[config.mk]
export PLATFORM = sky130hd
export DESIGN_NAME = lmem_port_arbiter_flat
export DESIGN_NICKNAME = d
export VERILOG_FILES = /design/src/rtl/lmem_pkg.sv /design/src/rtl/lmem_port_arbiter_if.sv /design/src/rtl/lmem_rr_pick.sv /design/src/rtl/lmem_port_arbiter.sv /design/src/flat_wrapper.sv
export SDC_FILE = /design/constraint.sdc
export NUM_CORES = 1
export LEC_CHECK = 0
export ABC_CLOCK_PERIOD_IN_PS = 2320
export CORE_MARGIN = 2
export CORE_UTILIZATION = 30
export CTS_CLUSTER_DIAMETER = 120
export CTS_CLUSTER_SIZE = 16
export DETAILED_ROUTE_END_ITERATION = 7
export PLACE_DENSITY_LB_ADDON = 0.1
export SYNTH_ARGS = -nofsm -noshare
export SYNTH_HDL_FRONTEND = slang
export SYNTH_HIERARCHICAL = 1
export SYNTH_SLANG_ARGS = --single-unit
[constraint.sdc]
create_clock -name clk -period 2.32 [get_ports clk]
set_input_delay 0.348 -clock clk [delete_from_list [all_inputs] [get_ports clk]]
set_output_delay 0.348 -clock clk [all_outputs]
set_load 0.05 [all_outputs]
[src/rtl/lmem_pkg.sv]
// Shared definitions for the layer-memory port arbiter: state codes,
// memory-select codes, default widths and the select legality check.
package lmem_pkg;

    localparam int AW_DEF   = 12;
    localparam int DW_DEF   = 20;
    localparam int SELW_DEF = 3;

    // Arbiter FSM state codes
    localparam logic [1:0] IDLE = 2'd0;
    localparam logic [1:0] OWN0 = 2'd1;
    localparam logic [1:0] OWN1 = 2'd2;

    // csel codes of the memories behind the port
    localparam logic [SELW_DEF-1:0] L0_K0   = 3'd1;
    localparam logic [SELW_DEF-1:0] L0_K1   = 3'd2;
    localparam logic [SELW_DEF-1:0] L1_K0   = 3'd3;
    localparam logic [SELW_DEF-1:0] L1_K1   = 3'd4;
    localparam logic [SELW_DEF-1:0] L2_FLAT = 3'd5;

    // True when sel names one of the existing memories
    function automatic logic sel_legal(input logic [SELW_DEF-1:0] sel);
        logic ok;
        case (sel)
            L0_K0, L0_K1, L1_K0, L1_K1, L2_FLAT: ok = 1'b1;
            default:                             ok = 1'b0;
        endcase
        return ok;
    endfunction

endpackage

[src/rtl/lmem_port_arbiter_if.sv]
// Requester handshakes plus the shared layer-memory port.
// master = requesters and memory, slave = the arbiter.
interface lmem_port_arbiter_if #(
    parameter int AW   = 12,
    parameter int DW   = 20,
    parameter int SELW = 3
);
    logic            req0, req1, last0, last1, we0, we1;
    logic [SELW-1:0] sel0, sel1;
    logic [AW-1:0]   addr0, addr1;
    logic [DW-1:0]   wdata0, wdata1;
    logic            gnt0, gnt1, rvalid0, rvalid1, err;
    logic [DW-1:0]   rdata;
    logic            cwr, crd;
    logic [SELW-1:0] csel;
    logic [AW-1:0]   caddr_wr, caddr_rd;
    logic [DW-1:0]   cdata_wr, cdata_rd;

    modport master (
        output req0, req1, last0, last1, we0, we1, sel0, sel1,
               addr0, addr1, wdata0, wdata1, cdata_rd,
        input  gnt0, gnt1, rvalid0, rvalid1, rdata, err,
               cwr, crd, csel, caddr_wr, caddr_rd, cdata_wr
    );

    modport slave (
        input  req0, req1, last0, last1, we0, we1, sel0, sel1,
               addr0, addr1, wdata0, wdata1, cdata_rd,
        output gnt0, gnt1, rvalid0, rvalid1, rdata, err,
               cwr, crd, csel, caddr_wr, caddr_rd, cdata_wr
    );
endinterface

[src/rtl/lmem_rr_pick.sv]
// Two-way round-robin pick: a lone requester wins, a tie goes to rr.
module lmem_rr_pick (
    input  logic req0_i,
    input  logic req1_i,
    input  logic rr_i,
    output logic pick_o
);
    assign pick_o = (req0_i && req1_i) ? rr_i : req1_i;
endmodule

[src/rtl/lmem_port_arbiter.sv]
// Round-robin burst arbiter for the shared layer-memory port. Commands
// are registered; read data is steered back to the issuing requester.
module lmem_port_arbiter
    import lmem_pkg::*;
#(
    parameter int AW        = AW_DEF,
    parameter int DW        = DW_DEF,
    parameter int SELW      = SELW_DEF,
    parameter int MAX_BURST = 16
) (
    input  logic               clk,
    input  logic               reset,
    lmem_port_arbiter_if.slave bus
);
    localparam int CW = $clog2(MAX_BURST);

    logic [1:0]      state_q, state_d;
    logic            rr_q, rr_d;
    logic [CW-1:0]   cnt_q, cnt_d;
    logic            pick, owning, own, own_req, own_last, oth_req;
    logic            acc, burst_end;
    logic            b_we, b_legal;
    logic [SELW-1:0] b_sel;
    logic [AW-1:0]   b_addr;
    logic [DW-1:0]   b_wdata;

    logic            cwr_q, crd_q, err_q, pend_own_q, rvalid0_q, rvalid1_q;
    logic [SELW-1:0] csel_q;
    logic [AW-1:0]   caddr_wr_q, caddr_rd_q;
    logic [DW-1:0]   cdata_wr_q;

    lmem_rr_pick u_pick (
        .req0_i (bus.req0),
        .req1_i (bus.req1),
        .rr_i   (rr_q),
        .pick_o (pick)
    );

    // Owner-relative view of the two requesters
    assign owning    = (state_q == OWN0) || (state_q == OWN1);
    assign own       = (state_q == OWN1);
    assign own_req   = own ? bus.req1  : bus.req0;
    assign own_last  = own ? bus.last1 : bus.last0;
    assign oth_req   = own ? bus.req0  : bus.req1;
    assign acc       = owning && own_req;
    // A dropped request ends the burst without a beat
    assign burst_end = owning && (!own_req || own_last || (cnt_q == CW'(MAX_BURST - 1)));

    assign b_we    = own ? bus.we1    : bus.we0;
    assign b_sel   = own ? bus.sel1   : bus.sel0;
    assign b_addr  = own ? bus.addr1  : bus.addr0;
    assign b_wdata = own ? bus.wdata1 : bus.wdata0;
    assign b_legal = sel_legal(b_sel);

    // Next owner, round-robin pointer and beat count
    always_comb begin
        state_d = state_q;
        rr_d    = rr_q;
        cnt_d   = cnt_q;
        if (owning) begin
            if (burst_end) begin
                rr_d  = ~own;
                cnt_d = '0;
                if (oth_req)      state_d = own ? OWN0 : OWN1;
                else if (own_req) state_d = state_q;
                else              state_d = IDLE;
            end else if (acc) begin
                cnt_d = cnt_q + 1'b1;
            end
        end else if (bus.req0 || bus.req1) begin
            state_d = pick ? OWN1 : OWN0;
        end else begin
            state_d = IDLE;
        end
    end

    // FSM, round-robin pointer and beat counter registers
    always_ff @(posedge clk or posedge reset) begin
        if (reset) begin
            state_q <= IDLE;
            rr_q    <= 1'b0;
            cnt_q   <= '0;
        end else begin
            state_q <= state_d;
            rr_q    <= rr_d;
            cnt_q   <= cnt_d;
        end
    end

    // Registered memory command; illegal selects are consumed without strobes
    always_ff @(posedge clk or posedge reset) begin
        if (reset) begin
            cwr_q      <= 1'b0;
            crd_q      <= 1'b0;
            csel_q     <= '0;
            caddr_wr_q <= '0;
            caddr_rd_q <= '0;
            cdata_wr_q <= '0;
            err_q      <= 1'b0;
            pend_own_q <= 1'b0;
        end else begin
            cwr_q <= acc && b_we && b_legal;
            crd_q <= acc && !b_we && b_legal;
            if (acc) begin
                csel_q     <= b_sel;
                pend_own_q <= own;
                if (b_we) begin
                    caddr_wr_q <= b_addr;
                    cdata_wr_q <= b_wdata;
                end else begin
                    caddr_rd_q <= b_addr;
                end
                if (!b_legal) err_q <= 1'b1;
            end
        end
    end

    // Read return: memory answers the cycle after crd, flag the issuer
    always_ff @(posedge clk or posedge reset) begin
        if (reset) begin
            rvalid0_q <= 1'b0;
            rvalid1_q <= 1'b0;
        end else begin
            rvalid0_q <= crd_q && !pend_own_q;
            rvalid1_q <= crd_q && pend_own_q;
        end
    end

    assign bus.gnt0     = (state_q == OWN0);
    assign bus.gnt1     = (state_q == OWN1);
    assign bus.cwr      = cwr_q;
    assign bus.crd      = crd_q;
    assign bus.csel     = csel_q;
    assign bus.caddr_wr = caddr_wr_q;
    assign bus.caddr_rd = caddr_rd_q;
    assign bus.cdata_wr = cdata_wr_q;
    assign bus.err      = err_q;
    assign bus.rvalid0  = rvalid0_q;
    assign bus.rvalid1  = rvalid1_q;
    assign bus.rdata    = (rvalid0_q || rvalid1_q) ? bus.cdata_rd : '0;
endmodule

[src/flat_wrapper.sv]
// flat-port wrapper written by rule: the top's interface ports become plain ports
module lmem_port_arbiter_flat import lmem_pkg::*;
#(
    parameter int AW        = AW_DEF,
    parameter int DW        = DW_DEF,
    parameter int SELW      = SELW_DEF,
    parameter int MAX_BURST = 16
)
  (clk, reset, bus_req0, bus_req1, bus_last0, bus_last1, bus_we0, bus_we1, bus_sel0, bus_sel1, bus_addr0, bus_addr1, bus_wdata0, bus_wdata1, bus_cdata_rd, bus_gnt0, bus_gnt1, bus_rvalid0, bus_rvalid1, bus_rdata, bus_err, bus_cwr, bus_crd, bus_csel, bus_caddr_wr, bus_caddr_rd, bus_cdata_wr);
  lmem_port_arbiter_if #(.AW(AW), .DW(DW), .SELW(SELW)) bus_i ();
  input  logic clk;
  input  logic reset;
  input wire logic [$bits(bus_i.req0)-1:0] bus_req0;
  input wire logic [$bits(bus_i.req1)-1:0] bus_req1;
  input wire logic [$bits(bus_i.last0)-1:0] bus_last0;
  input wire logic [$bits(bus_i.last1)-1:0] bus_last1;
  input wire logic [$bits(bus_i.we0)-1:0] bus_we0;
  input wire logic [$bits(bus_i.we1)-1:0] bus_we1;
  input wire logic [$bits(bus_i.sel0)-1:0] bus_sel0;
  input wire logic [$bits(bus_i.sel1)-1:0] bus_sel1;
  input wire logic [$bits(bus_i.addr0)-1:0] bus_addr0;
  input wire logic [$bits(bus_i.addr1)-1:0] bus_addr1;
  input wire logic [$bits(bus_i.wdata0)-1:0] bus_wdata0;
  input wire logic [$bits(bus_i.wdata1)-1:0] bus_wdata1;
  input wire logic [$bits(bus_i.cdata_rd)-1:0] bus_cdata_rd;
  output wire logic [$bits(bus_i.gnt0)-1:0] bus_gnt0;
  output wire logic [$bits(bus_i.gnt1)-1:0] bus_gnt1;
  output wire logic [$bits(bus_i.rvalid0)-1:0] bus_rvalid0;
  output wire logic [$bits(bus_i.rvalid1)-1:0] bus_rvalid1;
  output wire logic [$bits(bus_i.rdata)-1:0] bus_rdata;
  output wire logic [$bits(bus_i.err)-1:0] bus_err;
  output wire logic [$bits(bus_i.cwr)-1:0] bus_cwr;
  output wire logic [$bits(bus_i.crd)-1:0] bus_crd;
  output wire logic [$bits(bus_i.csel)-1:0] bus_csel;
  output wire logic [$bits(bus_i.caddr_wr)-1:0] bus_caddr_wr;
  output wire logic [$bits(bus_i.caddr_rd)-1:0] bus_caddr_rd;
  output wire logic [$bits(bus_i.cdata_wr)-1:0] bus_cdata_wr;
  assign bus_i.req0 = bus_req0;
  assign bus_i.req1 = bus_req1;
  assign bus_i.last0 = bus_last0;
  assign bus_i.last1 = bus_last1;
  assign bus_i.we0 = bus_we0;
  assign bus_i.we1 = bus_we1;
  assign bus_i.sel0 = bus_sel0;
  assign bus_i.sel1 = bus_sel1;
  assign bus_i.addr0 = bus_addr0;
  assign bus_i.addr1 = bus_addr1;
  assign bus_i.wdata0 = bus_wdata0;
  assign bus_i.wdata1 = bus_wdata1;
  assign bus_i.cdata_rd = bus_cdata_rd;
  assign bus_gnt0 = bus_i.gnt0;
  assign bus_gnt1 = bus_i.gnt1;
  assign bus_rvalid0 = bus_i.rvalid0;
  assign bus_rvalid1 = bus_i.rvalid1;
  assign bus_rdata = bus_i.rdata;
  assign bus_err = bus_i.err;
  assign bus_cwr = bus_i.cwr;
  assign bus_crd = bus_i.crd;
  assign bus_csel = bus_i.csel;
  assign bus_caddr_wr = bus_i.caddr_wr;
  assign bus_caddr_rd = bus_i.caddr_rd;
  assign bus_cdata_wr = bus_i.cdata_wr;
  lmem_port_arbiter #(.AW(AW), .DW(DW), .SELW(SELW), .MAX_BURST(MAX_BURST)) u_core (.clk(clk), .reset(reset), .bus(bus_i));
endmodule
==> Word-level counts from Yosys, hierarchy flattened <==
Index checks and enable logic that the tools add are counted.
{ "op_classes": {"addsub": 1, "n_bitwise": 3, "n_reduce_logical": 25, "eq_ne": 10, "muxes": 19} }
{ "op_table": {"columns": ["op", "n"], "rows": [
  ["2-to-1 mux 20 bit", 2],
  ["2-to-1 mux 2 bit", 7],
  ["2-to-1 mux 12 bit", 1],
  ["AND reduction 2 bit", 6],
  ["logical AND 1 bit", 9],
  ["2-to-1 mux 4 bit", 2],
  ["== test 3 x 2 -> 1 bit, second input constant", 2],
  ["== test 3 bit, second input constant", 2],
  ["2-to-1 mux 1 bit", 6],
  ["logical OR 1 bit", 5],
  ["OR reduction 5 bit", 1],
  ["adder 4 x 1 -> 4 bit, second input constant", 1],
  ["== test 4 bit, second input constant", 1],
  ["== test 3 x 1 -> 1 bit, second input constant", 1],
  ["zero test 1 bit", 3],
  ["2-to-1 mux 3 bit", 1],
  ["!= test 3 bit, second input constant", 1],
  ["NOT 1 bit", 3],
  ["== test 2 x 1 -> 1 bit, second input constant", 1],
  ["== test 2 bit, second input constant", 1],
  ["!= test 2 bit, second input constant", 1],
  ["nonzero test 2 bit", 1]
]} }
{ "totals": {"wordCells": 71, "register_bits": 60, "output_inout_bits": 74} }

==> Longest topological paths before layout <==
{ "logic_depth": {"word_depth": 8, "ltp_mapped": 8, "ltp_nobuf": 6} }

==> Cells and area by module <==
Netlist, hierarchy kept.
{ "modules_own_cells": {"columns": ["mod", "area_per_inst_um2", "cells_each", "seq_area_each_um2", "instances"], "rows": [
  ["lmem_port_arbiter", 3209.3, 235, 1501.4, 1],
  ["lmem_rr_pick", 11.3, 2, 0.0, 1]
]} }

==> Worst setup path after synthesis <==
OpenSTA, ideal clock, no wires.
{ "synth_timing": {"path_kind": "flip-flop to flip-flop", "from": "register u_core.state_q[0]", "to": "register u_core.cdata_wr_q[10] (netlist: u_core/bus.cdata_wr[10])", "setup_ns": 0.125, "required_ns": 2.195, "stages_incl_launch_ff": 8, "arrival_time_ns": 2.210, "period_less_slack_ns": 2.335, "n_path_buf": 3, "setup_slack_ns": -0.015, "cell_sequence": "dfrtp_1 -> inv_1 -> ha_1 -> buf_2 -> buf_2 -> buf_2 -> mux2_2 -> mux2_4"} }
{ "synth_between": {"elab_chain_cells": 4, "elab_cells_between_ends": 8, "classes_between": "2 x eq/ne; 3 x mux; 3 x reduce/logical"} }
{ "synth_rtl": {"columns": ["item", "line", "text"], "rows": [
  ["from (decl)", "lmem_port_arbiter.sv:17", "logic [1:0] state_q, state_d;"],
  ["from (signal assigned)", "lmem_port_arbiter.sv:84", "state_q <= state_d;"],
  ["== test 2 bit (*)", null, null],
  ["named net bus_gnt1", "flat_wrapper.sv:27", "output wire logic [$bits(bus_i.gnt1)-1:0] bus_gnt1;"],
  ["2-to-1 mux 1 bit / logical OR 1 bit (equally long branches)", "lmem_port_arbiter.sv:42, lmem_port_arbiter.sv:40", null],
  ["logical AND 1 bit", "lmem_port_arbiter.sv:45", "assign acc = owning && own_req;"],
  ["AND reduction 2 bit (no line)", null, null],
  ["to (signal assigned)", "lmem_port_arbiter.sv:109", "cdata_wr_q <= b_wdata;"],
  ["to (decl)", "lmem_port_arbiter.sv:30", "logic [DW-1:0] cdata_wr_q;"]
]} }
Mark *: on every way through the listed nets, which the timed path passes. The rest lies on a longest branch.
A chain may end at the register's enable or synchronous reset.

==> Final worst setup path <==
{ "layout_timing": {"from": "register u_core.state_q[1]", "to": "output port bus_gnt0"} }
{ "layout_between": {"elab_chain_cells": 1} }
{ "layout_rtl": {"columns": ["item", "line", "text"], "rows": [
  ["== test 2 x 1 -> 1 bit", "lmem_port_arbiter.sv:129", "assign bus.gnt0 = (state_q == OWN0);"],
  ["to (decl)", "flat_wrapper.sv:26", "output wire logic [$bits(bus_i.gnt0)-1:0] bus_gnt0;"]
]} }
Every way passes these cells.

==> key figures <==
Synthesis
  • Largest cells by area after synthesis: dfrtp_1 (47%), mux2_4 (19%), mux2_2 (13%)
  • Primary FF master, synth: dfrtp_1
  • Syn avg cell area: 13.6 um2
  • Synth top area share: 46.6%
  • Cells after synthesis: 237
  • Synthesized flop and latch total: 60
  • Yosys top cell by area: dfrtp_1
  • Synthesized area: 3220 um2
  • Ys async rst share: 100%
  • Yosys warnings: 6
  • Post-synthesis sequential area ratio: between 40% and 50%
  • Most numerous cell in the Yosys netlist: dfrtp_1
  • Most frequent cells after synthesis: dfrtp_1 (60), mux2_4 (40), mux2_2 (38), nor2b_1 (22), nand2_1 (13)
  • Unique cell type count in the Yosys netlist: 33
  • EDFF count, synth: 0
  • Syn_nets: 339

Setup path
  • Reg-to-reg startpoint: u_core/state_q[0]$_DFFE_PP0P_
  • Critical Path Slowest Stage Cell: clkdlybuf4s50_1
  • CP bufs+invs: 2
  • Slack of the worst reg-to-reg path: 0.29 ns
  • Setup Crit Path Kind: flop to primary output
  • Crit-path cells: inv_1 -> ha_1 -> clkdlybuf4s50_1
  • R2R depth: 6
  • Crit path max-delay family: buffers and inverters
  • Kind of start point of the critical path: flop
  • CP Data Arrival Time: 1.75 ns
  • Critical path origin: u_core/state_q[1]$_DFFE_PP0P_
  • Critical Path RT: 1.97 ns
  • FF-to-FF End: u_core/bus.err$_DFFE_PP0P_
  • Worst Setup End Kind: primary output
  • Crit Path Max Fanout: 3
  • Worst stage delay on the critical path: 0.80 ns

Hold path
  • HP Class: primary input to asynchronous set/reset pin

Place
  • Port bufs: 171
  • Detail Placement HPWL: 5710 um
  • GPL Wtd Cong: 0.707
  • Place WS: between 0.08 and 0.09 ns
  • Area post-placement: between 5000 and 6000 um2
  • Placed cells: 540

Cells and area
  • Nets@finish: 517
  • Final cell count without fillers: approximately 560
  • Final Util: 50.6%
  • Synth-to-layout area growth: 63.0%
  • Diode count: 0
  • Design area: 5250 um2
  • Share of cells above drive strength 1: 31.0%

Route
  • Wire per inst: 13.6 um
  • First-pass detailed-route iteration total: 4
  • Via density: 4.33
  • DRT iter0 DRCs: 50
  • Routed WL: roughly 7600 um
  • # DRC: 0
  • Antenna-violating nets left: 0
  • Via count: 2406

Clocking
  • Clock buffer depth: 2
  • Clk sinks: 60
  • Clock slew at reported path FFs: approximately 0.070 ns
  • Root Driver: clkbuf_8
  • Postcts setup bufs: 0
  • TritonCTS clock tree: yes
  • Hold Buf Count CTS: 0
  • Clock Latency Late Sink: 0.33 ns
  • Num CTS Buffers: 9
  • H-tree lvl count: 3
  • Post-CTS resize count: 0

Power
  • Power, Total: about 8 mW
  • Leak Pwr: ~2.3 nW
  • Pwr Density: 1500 nW/um2
  • Max VDD drop: 0.000668 V

Die
  • Core area: 10400 um2
  • # rows: 37
  • Initial core utilization: between 30% and 40%
  • Chip height: 108 um
  • I/O pin count: approximately 170
  • Die area: 11600 um2
  • Die extent in x: ~110 um

STA
  • Final WS setup: 0.225 ns
  • Layout Skew: 0.00494 ns
  • Slew @ Worst Pin: 0.612 ns
  • Final Max Tran Viols: 0
  • WHS: 0.383 ns
  • Setup_tns: 0 ns
  • Period Utilization, post-route: 90.3%
  • Unrepaired setup endpoints after global routing: no
  • Finish-stage setup viols: 0
  • Max Clock Freq: between 400 and 500 MHz
  • Hold Vio Cnt, Final: 0
  • Slew margin rel.: 58.9%
  • Min Tclk post-route: 2.10 ns

GRT
  • First-pass GRT wire length: 11900 um
  • Initial antenna violation count: 0
  • Vias in the first global route: 2418
  • Total GRT Usage: 13.2%
  • Largest net degree at the start of global routing: 30
  • Gr ovfl total: 0

Run status
  • Status: finished, final reports clean

Flow run
  • Max Cap Viol: 0
[power by group]
group	internal [mW]	switching [mW]	leakage, nW
clock	0.551	0.395	0.102
sequential	1.56	0.284	0.728
combinational	2.18	2.89	1.42
total	4.28	3.57	2.25
[final cells by class]
cell class | count | area [um2]
Clock buffer | 12 | 155
Clock inverter | 4 | 47.5
Fill cell | 934 | 5120
Inverter | 5 | 18.8
Multi-Input combinational cell | 158 | 1570
Sequential cell | 60 | 1500
Tap cell | 136 | 170
Timing Repair Buffer | 181 | 1780
[cell usage in the layout (no fill, tap or decap), types with 2 or more instances in the layout]
| cell type | count |
|---|---|
| clkinv_2 | 2 |
| nor3_1 | 4 |
| mux2i_1 | 8 |
| ha_1 | 3 |
| mux2_4 | 40 |
| inv_1 | 4 |
| buf_12 | 4 |
| o21ai_0 | 6 |
| buf_4 | 27 |
| nor2b_1 | 22 |
| mux2_2 | 38 |
| dfrtp_1 | 60 |
| a21o_1 | 2 |
| nor2_1 | 4 |
| nand2_1 | 13 |
| nand3_1 | 2 |
| clkdlybuf4s50_1 | 150 |
| clkbuf_8 | 11 |
[worst max path at each step]
stage	endpoint	cells after the start
2_1_floorplan	u_core/bus.cdata_wr[10]$_DFFE_PP0P_	7
3_3_place_gp	u_core/bus.cdata_wr[13]$_DFFE_PP0P_	6
3_5_place_dp	u_core/bus.cdata_wr[13]$_DFFE_PP0P_	6
4_1_cts	bus_gnt0	3
5_1_grt	u_core/rr_q$_DFFE_PP0P_	6
6_report	bus_gnt0	3
[state kept, by name (all words and copies together), names as in the netlist]
register / cells
u_core/pend_own_q: 1
u_core/bus.err: 1
u_core/rr_q: 1
u_core/bus.cwr: 1
u_core/bus.crd: 1
u_core/bus.caddr_rd: 12
u_core/bus.rvalid0: 1
u_core/state_q: 2
u_core/cnt_q: 4
u_core/bus.csel: 3
u_core/bus.cdata_wr: 20
u_core/bus.caddr_wr: 12
u_core/bus.rvalid1: 1
[cell families (layout without fill, tap and decap cells)]
logic type	count (synthesis)	after routing	share of synthesized area [%]
adder cells (fa/ha/maj)	4	4	1.55
flip-flops	60	60	46.6
AND/OR/NAND/NOR	51	51	9.05
AO/OA/AOI/OAI	16	16	3.34
multiplexers	87	87	34.8
buffers and inverters	19	202	4.66
[routing by layer]
| metal | up-vias | share of wire, % | GRT usage, % |
|---|---|---|---|
| met4 | 0 | 1.3 | 4.03 |
| met1 | 1100 | 46 | 18.0 |
| met5 | - | 0 | 0 |
| met2 | 118 | 40 | 18.2 |
| li1 | 1178 | - | - |
| met3 | 10 | 12 | 6.72 |
[worst reg2reg max path, stage by stage, from the launching register on]
cell	delay, ns
dfrtp_1	0.38
inv_1	0.10
ha_2	0.33
buf_4	0.34
mux2i_1	0.34
o21ai_0	0.23
a21o_1	0.22
Power figures use the tool's default switching activity.
